===== src/rtl/fft_peak_detector.sv =====
// Peak search over the positive-frequency half of a serial FFT bin stream.
// Reports peak bin, L1 magnitude, frequency and a threshold flag at end of frame.
module fft_peak_detector #(
    parameter int           N       = 32,
    parameter int           DW      = 32,
    parameter int           FS_HZ   = 8000,
    parameter logic [DW:0]  THRESH  = '0,
    parameter bit           SKIP_DC = 1'b1
) (
    input  logic                    clk,
    input  logic                    reset,
    input  logic                    in_valid,
    input  logic                    frame_start,
    input  logic [DW-1:0]           in_re,
    input  logic [DW-1:0]           in_im,
    output logic                    busy,
    output logic                    res_valid,
    output logic [$clog2(N)-1:0]    peak_bin,
    output logic [DW:0]             peak_mag,
    output logic [31:0]             peak_freq,
    output logic                    detected,
    output logic                    frame_err
);
    localparam int          CW      = $clog2(N);
    localparam int unsigned BIN_HZ  = FS_HZ / N;
    localparam logic [CW-1:0] FIRST   = SKIP_DC ? CW'(1) : '0;
    localparam logic [CW-1:0] HALF_M1 = CW'(N / 2 - 1);
    localparam logic [CW-1:0] LAST    = CW'(N - 1);

    // Handshake: in_valid qualifies in_re/in_im/frame_start for one beat; there is
    // no backpressure, every valid beat is accepted, and gaps only stall counting.
    logic [CW-1:0] cnt;
    logic          s0_valid;
    logic [DW-1:0] s0_re, s0_im;
    logic [CW-1:0] s0_bin;
    logic          s1_valid, s1_last;
    logic [DW:0]   s1_mag;
    logic [CW-1:0] s1_bin;
    logic [DW:0]   max_mag;
    logic [CW-1:0] max_bin;

    logic          misalign;
    logic [DW:0]   re_ext, im_ext, abs_re, abs_im, mag;
    logic [DW+1:0] mag_sum;
    logic          in_range, take;
    logic [DW:0]   nxt_mag;
    logic [CW-1:0] nxt_bin;
    logic          frame_done;

    assign misalign = in_valid && frame_start && (cnt != '0);
    assign busy     = (cnt != '0);

    // Sign-extending before negation keeps -2^(DW-1) exact.
    always_comb begin
        re_ext  = {s0_re[DW-1], s0_re};
        im_ext  = {s0_im[DW-1], s0_im};
        abs_re  = re_ext[DW] ? (~re_ext + {{DW{1'b0}}, 1'b1}) : re_ext;
        abs_im  = im_ext[DW] ? (~im_ext + {{DW{1'b0}}, 1'b1}) : im_ext;
        mag_sum = {1'b0, abs_re} + {1'b0, abs_im};
        mag     = mag_sum[DW+1] ? '1 : mag_sum[DW:0];
    end

    always_comb begin
        in_range   = (s1_bin <= HALF_M1) && (SKIP_DC ? (s1_bin != '0) : 1'b1);
        take       = s1_valid && in_range && (s1_mag > max_mag);
        nxt_mag    = take ? s1_mag : max_mag;
        nxt_bin    = take ? s1_bin : max_bin;
        frame_done = s1_valid && s1_last;
    end

    always_ff @(posedge clk) begin
        if (reset) begin
            cnt       <= '0;
            s0_valid  <= 1'b0;
            s0_re     <= '0;
            s0_im     <= '0;
            s0_bin    <= '0;
            s1_valid  <= 1'b0;
            s1_last   <= 1'b0;
            s1_mag    <= '0;
            s1_bin    <= '0;
            max_mag   <= '0;
            max_bin   <= FIRST;
            res_valid <= 1'b0;
            peak_bin  <= '0;
            peak_mag  <= '0;
            peak_freq <= '0;
            detected  <= 1'b0;
            frame_err <= 1'b0;
        end else begin
            res_valid <= 1'b0;
            frame_err <= misalign;
            s0_valid  <= in_valid;
            if (in_valid) begin
                s0_re  <= in_re;
                s0_im  <= in_im;
                s0_bin <= misalign ? '0 : cnt;
                cnt    <= misalign ? CW'(1) : cnt + CW'(1);
            end
            // A misaligned start kills the aborted bin still sitting in S0.
            s1_valid <= s0_valid && !misalign;
            s1_mag   <= mag;
            s1_bin   <= s0_bin;
            s1_last  <= (s0_bin == LAST);

            if (frame_done) begin
                peak_bin  <= nxt_bin;
                peak_mag  <= nxt_mag;
                peak_freq <= 32'(nxt_bin) * BIN_HZ;
                detected  <= (nxt_mag > THRESH);
                res_valid <= 1'b1;
            end
            // Re-init on frame end and on abort; a previous frame's last beat in S1
            // still reports above before the running max is discarded.
            if (frame_done || misalign) begin
                max_mag <= '0;
                max_bin <= FIRST;
            end else if (s1_valid) begin
                max_mag <= nxt_mag;
                max_bin <= nxt_bin;
            end
        end
    end
endmodule


===== config.mk =====
export PLATFORM = sky130hd
export DESIGN_NAME = fft_peak_detector
export DESIGN_NICKNAME = d
export VERILOG_FILES = /design/src/rtl/fft_peak_detector.sv
export SDC_FILE = /design/constraint.sdc
export NUM_CORES = 1
export LEC_CHECK = 0
export ABC_AREA = 0
export BUFFER_PORTS_ARGS = -buffer_cell sky130_fd_sc_hd__buf_2
export CORE_MARGIN = 2
export CORE_UTILIZATION = 59
export DETAILED_ROUTE_END_ITERATION = 8
export PLACE_DENSITY = 0.88
export SYNTH_ARGS = -nofsm -noshare
export SYNTH_HDL_FRONTEND = slang
export SYNTH_SLANG_ARGS = --single-unit

===== constraint.sdc =====
create_clock -name clk -period 5.9 [get_ports clk]
set_input_delay 0.59 -clock clk [delete_from_list [all_inputs] [get_ports clk]]
set_output_delay 0.59 -clock clk [all_outputs]
set_load 0.005 [all_outputs]

==> results of run 1 <==
cells in the mapped netlist (3+ instances only):
master / n / share of area, %
a2111oi_0: 3 / 0.22
a211oi_1: 4 / 0.26
a21o_1: 22 / 1.4
a21oi_1: 120 / 5.1
a31oi_1: 15 / 0.80
a41oi_1: 3 / 0.22
buf_1: 7 / 0.22
buf_2: 9 / 0.38
buf_4: 24 / 1.5
clkbuf_1: 46 / 1.5
dfxtp_1: 204 / 35
fa_1: 11 / 1.9
ha_1: 91 / 9.7
inv_1: 79 / 2.5
mux2i_1: 104 / 8.9
nand2_1: 68 / 2.2
nand2b_1: 21 / 1.1
nand2b_4: 3 / 0.35
nand3_1: 21 / 0.89
nand3b_1: 5 / 0.32
nand4_1: 18 / 0.96
nor2_1: 144 / 4.6
nor2b_1: 11 / 0.59
nor3_1: 11 / 0.47
nor3b_1: 3 / 0.19
nor4_1: 23 / 1.2
o211ai_1: 6 / 0.38
o21a_1: 6 / 0.38
o21ai_0: 67 / 2.9
o21bai_1: 6 / 0.38
o311a_1: 3 / 0.26
o31ai_1: 20 / 1.3
o41ai_1: 7 / 0.52
or2_2: 4 / 0.21
or3_1: 7 / 0.37
or4_1: 7 / 0.45
or4_4: 3 / 0.29
xnor2_1: 75 / 5.6
xor2_1: 16 / 1.2
metrics by stage:
stage / power, uW / utilization [%]
4_1_cts: 3640 / 67.3
6_report: 3640 / 67.3
3_3_place_gp: 2250 / 63.6
5_1_grt: 3800 / 67.3
3_5_place_dp: 2280 / 63.6
2_1_floorplan: 2110 / -
state kept, by name, indices dropped and copies added, names as in the netlist:
name / count
s1_bin: 5
cnt: 5
peak_bin: 5
s0_im: 32
res_valid: 1
max_mag: 33
max_bin: 5
s1_last: 1
s1_mag: 33
s0_valid: 1
detected: 1
peak_mag: 33
s0_re: 32
frame_err: 1
s0_bin: 5
s1_valid: 1
peak_freq: 10
worst max-delay path, delay by kind of cell (launching register included):
| kind | cells | cell delay, ps |
|---|---|---|
| xor+xnor | 1 | 130 |
| compound gates | 8 | 1550 |
| simple gates | 2 | 540 |
| flops | 1 | 370 |
| fa+ha+maj | 5 | 2270 |
| mux | 1 | 270 |
| buf+inv | 4 | 280 |
power breakdown:
part | switching (uW) | total [uW] | internal, uW
sequential | 89.9 | 1540 | 1450
clock | 532 | 1360 | 829
combinational | 414 | 738 | 324
total | 1040 | 3640 | 2600
cell families after synthesis:
| kind of cell | Yosys count | synth area share (%) |
|---|---|---|
| fa+ha+maj | 102 | 11.6 |
| flops | 204 | 34.8 |
| simple gates | 365 | 15.6 |
| buf+inv | 166 | 6.18 |
| other cells | 1 | 0.0319 |
| xor+xnor | 91 | 6.78 |
| compound gates | 306 | 16.2 |
| mux | 104 | 8.86 |
per-layer routing:
layer | wire, um | vias up
li1 | - | 4851
met2 | 12400 | 339
met3 | 1610 | 45
met1 | 12600 | 4583
met5 | 0 | -
met4 | 416 | 0
worst max-delay path by stage:
stage | start | depth (start not counted) | endpoint | slack, ps
4_1_cts | max_mag[3] | 22 | peak_freq[12] | 260
2_1_floorplan | max_mag[28] | 22 | peak_freq[12] | 690
6_report | max_mag[23] | 21 | peak_freq[12] | 290
3_5_place_dp | max_mag[3] | 22 | peak_freq[12] | 280
3_3_place_gp | max_mag[3] | 22 | peak_freq[12] | 470
5_1_grt | max_mag[28] | 21 | peak_freq[12] | -6
area by class of cell:
cell class | instances | area share [%]
multi-input combinational | 990 | 53.5
sequential | 204 | 31.1
timing repair buffer | 132 | 5.27
clock buffer | 29 | 4.45
tap | 265 | 2.52
inverter | 79 | 2.26
clock inverter | 8 | 0.952
repair_timing:
| action | in CTS | in global routing |
|---|---|---|
| endpoints found under the hold margin | 0 | 0 |
| hold buffers | 0 | 0 |
| resized for setup | 0 | 2 |
| endpoints found under the setup margin | 0 | 2 |
| setup buffers | 0 | 0 |
==> impl_results.md, run 1 <==
* Post-route DRC violation count at 0
* Via count at 9,818
* Setup CP Type: reg2reg
* Io pins at 142
* Status: finished with violations
* Hold Path Sink: s0_im[23]
* Seq/Total Area, Yosys at 34.8%
* First DRT Iteration DRCs at 641
* Slew Viols, Final at 31
* Grt total ovfl at 0
* Latest clock arrival within the worst-skew pair at 490 ps
* Number of flops mapped to enable cells by yosys at 0
* Post-synth top flop: dfxtp_1
* Die Height at 145 um
* Rel. slew slack at -42.2%
* WP data arrival at 5940 ps
* Vias in the first global route at 9,184
* Failing checks: slew limit
* Post-Place Worst Slack at 279 ps
* Fin crit period at 5610 ps
* Placed insts at 1,670
* Highest-count cells in the layout ignoring fill and taps: 204 x dfxtp_1, 144 x nor2_1, 120 x a21oi_1
* Global Route met3 Usage at 3.43%
* Multi-input gate area at 7030 um2
* Starting Density at 60.2%
* Slew of the pin with the lowest slew margin at 2130 ps
* Ant. Diodes at 0
* Synth warn at 0
* Pre-antenna DRT Iters at 5
* Largest net degree at the start of global routing at 88
* Final wirelength at 27.1 mm
* Crit end category: register
* Seq. cell area at 4080 um2
* Row cnt at 51
* Fillcell total at 1,553
* DIE AREA at 21,100 um2
* # H-tree levels at 1
* Hold Path Stages at 3
* Worst r2r path cells at 21
* Antenna violations before repair at 0
* First-pass GRT wire length at 44.6 mm
* TNS Setup at 0 ps
* Avg WL per Cell at 15.9 um
* Buffers on Ports at 121
* Highest clock rate at 0.178 GHz
* Largest stage delay on the critical path at 600 ps
* CTS buffer count at 21
* Core Region at 19,500 um2
* Max clock buf depth at 3
* Clk pin slew, worst setup/hold paths at 70 ps
* Worst path cell trace: inv_1 > ha_1 > nand4_1 > nor4_1 > a21boi_0 > o21ba_2 > mux2i_1 > inv_1 > fa_1 > fa_1 > inv_1 > fa_1 > inv_1 > ha_1 > a21oi_1 > o21bai_1 > a21oi_1 > o21bai_1 > a21oi_1 > xnor2_1 > a21oi_1
* Hold Crit Class: in2reg
* Post-synthesis cell area at 11,700 um2
* ANT nets after route at 0
* CTS tree: yes
* Final worst setup slack at 294 ps
* R2R setup slack at 290 ps
* Worst Path Max Fanout at 4
* Hold Slack at 342 ps
* Critical path startpoint category: register
* GRT Overall Usage at 24.8%
* Leakage at 0.00573 uW
* Worst path required time at 6240 ps
* Clock skew at 18.0 ps
* Worst IR drop on VDD at 0.263 mV
* Fin cells at 1,707
* Synth cell types at 74
* CTS root buffer: clkbuf_16
* Area growth syn-to-layout at 11.9%
* Share of post-route cells with drive strength above 1 at 13.1%
* Gpl congestion at 0.906
* Worst R2R End: peak_freq[12]
* Period Utilization, post-route at 95.0%
* Die span in x at 145 um
* Max cap viols at 0
* CP max stage cell: fa_1
* Count of state elements after synthesis at 204
* Met1 usage at 34.9%
* Commonest non-fill, non-tap cell in the layout: dfxtp_1
* Vias per cell at 5.75
* Gr busiest metal: met2
* M2 GR Usage at 40.5%
* Dpl hpwl at 19.9 mm
* Setup violations, final at 0
* Post-synthesis async set-or-reset flop share at 0%
* Final hold violation count at 0
* Synthesized area per cell at 8.77 um2
* Reg-to-Reg Start: max_mag[23]
* Final net count at 1,598
* Cells after Synth at 1,339
* Clock sink total at 204
* Hold Crit Start: in_im[23]
* Finished Cell Area at 13,100 um2
* Power Density at 277 nW/um2
* Area after DPL at 12,400 um2
Power figures use the tool's default switching activity.
==> run 2, diff against run 1 <==
Settings changed: REMOVE_ABC_BUFFERS set to 1.
==> run 2 against run 1 <==
- the flow still finishes with violations (slew limit)
- global-route usage is 0.091 points lower
- first-iteration DRC count is 5.5% higher
- sequential share of layout area hardly changed
- clock skew is 6.9 ps lower
- clock-buffer cell count is 1 higher
- sequential power hardly changed
- via count is 1.1% lower
- sequential cell count stayed put
- hold slack worse by 31 ps
- register-to-register slack better by 70 ps
- largest cell class unchanged
==> impl_results.md, run 2 (synthesis results as in run 1) <==
* CTS root buffer: clkbuf_16
* Slew of the pin with the lowest slew margin at 2240 ps (+102 ps)
* Period Utilization, post-route at 93.9% (-1.1 points)
* First-pass GRT wire length at 44.3 mm (-0.65%)
* Highest clock rate at 0.180 GHz (+1.2%)
* Max clock buf depth at 3 (unchanged)
* Dpl hpwl at 19.4 mm (-2.6%)
* CTS-repair resized insts at 0 (unchanged)
* # H-tree levels at 1 (unchanged)
* DIE AREA at 21,100 um2 (unchanged)
* Multi-input gate area at 7030 um2 (about the same)
* Crit end category: register
* Int Pwr at 2570 uW (-1.3%)
* Rel. slew slack at -49.0% (-6.8 points)
* Die Height at 145 um (unchanged)
* Biggest regs: max_mag: 33 flops, peak_mag: 33 flops, s1_mag: 33 flops
* Starting Density at 60.2% (unchanged)
* Hold Crit Class: in2reg
* Critical Path End: peak_freq[12]
* Pre-antenna DRT Iters at 5 (unchanged)
* Gpl congestion at 0.937 (+3.4%)
* Sw Pwr at 1040 uW (+0.69%)
* Row cnt at 51 (unchanged)
* Share of post-route cells with drive strength above 1 at 13.3% (+0.19 points)
* Clk pwr share at 37.1% (-0.3 points)
* Critical path startpoint category: register
* CTS Hold Bufs at 0 (unchanged)
* Grt total ovfl at 0 (unchanged)
* Ant. Diodes at 0 (unchanged)
* Io pins at 142 (unchanged)
* Fin crit period at 5540 ps (-65.0 ps)
* WP data arrival at 5890 ps (-50 ps)
* Via count at 9,706 (-1.1%)
* First DRT Iteration DRCs at 676 (+5.5%)
* Switch share at 28.9% (+0.41 points)
* Post-route DRC violation count at 0 (unchanged)
* Sequential share of power at 42.5% (+0.2 points)
* CTS buffer count at 21 (unchanged)
* Clk pin slew, worst setup/hold paths at 70 ps (about the same)
* Die span in x at 145 um (unchanged)
* Worst IR drop on VDD at 0.243 mV (-7.7%)
* Largest stage delay on the critical path at 590 ps (about the same)
* RSZ-0062 raised after global routing: false
* Worst path cell trace: inv_1 > ha_1 > nand4_1 > or4_1 > o211ai_1 > o21ba_2 > mux2i_1 > inv_1 > fa_1 > fa_1 > inv_1 > fa_1 > inv_1 > ha_1 > a21oi_2 > o21bai_1 > a21oi_1 > o21bai_1 > a21oi_1 > xnor2_1 > a21oi_1
* Comb power frac at 20.3% (about the same)
* Seq. cell area at 4080 um2 (unchanged)
* Worst r2r path cells at 21 (unchanged)
* Highest-count cells in the layout ignoring fill and taps: 204 x dfxtp_1, 144 x nor2_1, 119 x a21oi_1, 119 x buf_2, 104 x mux2i_1
* GRT Overall Usage at 24.7% (-0.091 points)
* Final hold violation count at 0 (unchanged)
* Vias in the first global route at 9,129 (-0.60%)
* CP most frequent cell: inv_1
* Hold Slack at 311 ps (-30.6 ps)
* Slew Viols, Final at 31 (unchanged)
* Power Density at 275 nW/um2 (-0.69%)
* Fin cells at 1,709 (+0.12%)
* Vias per cell at 5.68 (-1.3%)
* Core Region at 19,500 um2 (unchanged)
* Postcts setup bufs at 0 (unchanged)
* Final net count at 1,599 (+0.063%)
* CP max stage cell: or4_1
* Worst R2R End: peak_freq[12]
* Commonest non-fill, non-tap cell in the layout: dfxtp_1
* CP startpoint: max_mag[26]
* Reg-to-Reg Start: max_mag[26]
* Clock skew at 11.1 ps (-6.90 ps)
* Avg WL per Cell at 15.5 um (-2.1%)
* Worst Path Max Fanout at 4 (unchanged)
* Area growth syn-to-layout at 11.8% (about the same)
* Status: finished with violations
* Largest net degree at the start of global routing at 91 (+3.4%)
* TNS Setup at 0 ps (unchanged)
* Max cap viols at 0 (unchanged)
* Failing checks: slew limit
* Placed insts at 1,671 (+0.060%)
* Setup CP Type: reg2reg
* Worst path required time at 6250 ps (about the same)
* Setup violations, final at 0 (unchanged)
* R2R setup slack at 360 ps (+70 ps)
* Leakage at 0.00572 uW (about the same)
* CTS tree: yes
* Final wirelength at 26.6 mm (-2.0%)
* Buffers on Ports at 121 (unchanged)
* Clock sink total at 204 (unchanged)
* ANT nets after route at 0 (unchanged)
* Fillcell total at 1,561 (+0.52%)
* Antenna violations before repair at 0 (unchanged)
* Latest clock arrival within the worst-skew pair at 510 ps (+20 ps)
run 2: cell types whose count changed in the layout (fill, tap and decap cells not counted):
| cell | change |
|---|---|
| nor4_1 | -1 |
| mux2i_4 | -1 |
| a21oi_2 | +1 |
| buf_4 | +1 |
| a21oi_1 | -1 |
| clkinv_2 | +1 |
| bufinv_16 | -1 |
| clkbuf_8 | +1 |
| nor4_2 | +1 |
| inv_6 | -1 |
| mux2i_1 | +1 |
| clkinvlp_4 | +1 |
run 2: cell type report:
class,instances,area share [%]
inverter,79,2.26
multi-input combinational,990,53.5
clock inverter,8,0.752
sequential,204,31.1
clock buffer,30,4.56
timing repair buffer,133,5.33
tap,265,2.52
run 2: critical path, delay by kind of cell (launching register included):
family / cells / cell delay (ps)
AO/OA/AOI/OAI: 8 / 1320
XOR/XNOR: 1 / 140
adder cells (fa/ha/maj): 5 / 2250
buffers and inverters: 4 / 280
flip-flops: 1 / 370
multiplexers: 1 / 250
AND/OR/NAND/NOR: 2 / 800
run 2: per-stage QoR:
stage	area [um2]	power [uW]	util, %	setup slack, ps
floorplan	11400	2070	-	41.3
global placement	12400	2250	63.7	606
detailed placement	12400	2270	63.7	386
CTS	13100	3610	67.2	354
global route	13100	3780	67.3	9.93
finish	13100	3610	67.3	360
run 2: worst min-delay path by stage:
stage,from,to,slack [ps],cells after the start
floorplan,s0_valid,s1_valid,410,1
global placement,s0_valid,s1_valid,410,1
detailed placement,s0_valid,s1_valid,410,1
CTS,in_re[22],s0_re[22],310,3
global route,in_re[2],s0_re[2],330,3
finish,in_im[18],s0_im[18],310,3
run 2: layer usage:
layer	GRT usage, %	vias to the layer above	part of all wire, %
met3	3.24	48	4.7
met4	7.84	0	2.9
met2	41.3	262	47
met1	33.3	4525	46
li1	-	4871	-
met5	0	-	0
run 2: power groups by stage:
stage / Combinational (uW) / Clock, uW / Sequential (uW)
6_report: 734 / 1340 / 1530
5_1_grt: 821 / 1420 / 1540
4_1_cts: 721 / 1360 / 1530
3_5_place_dp: 712 / 0 / 1560
3_3_place_gp: 693 / 0 / 1560
2_1_floorplan: 542 / 0 / 1530
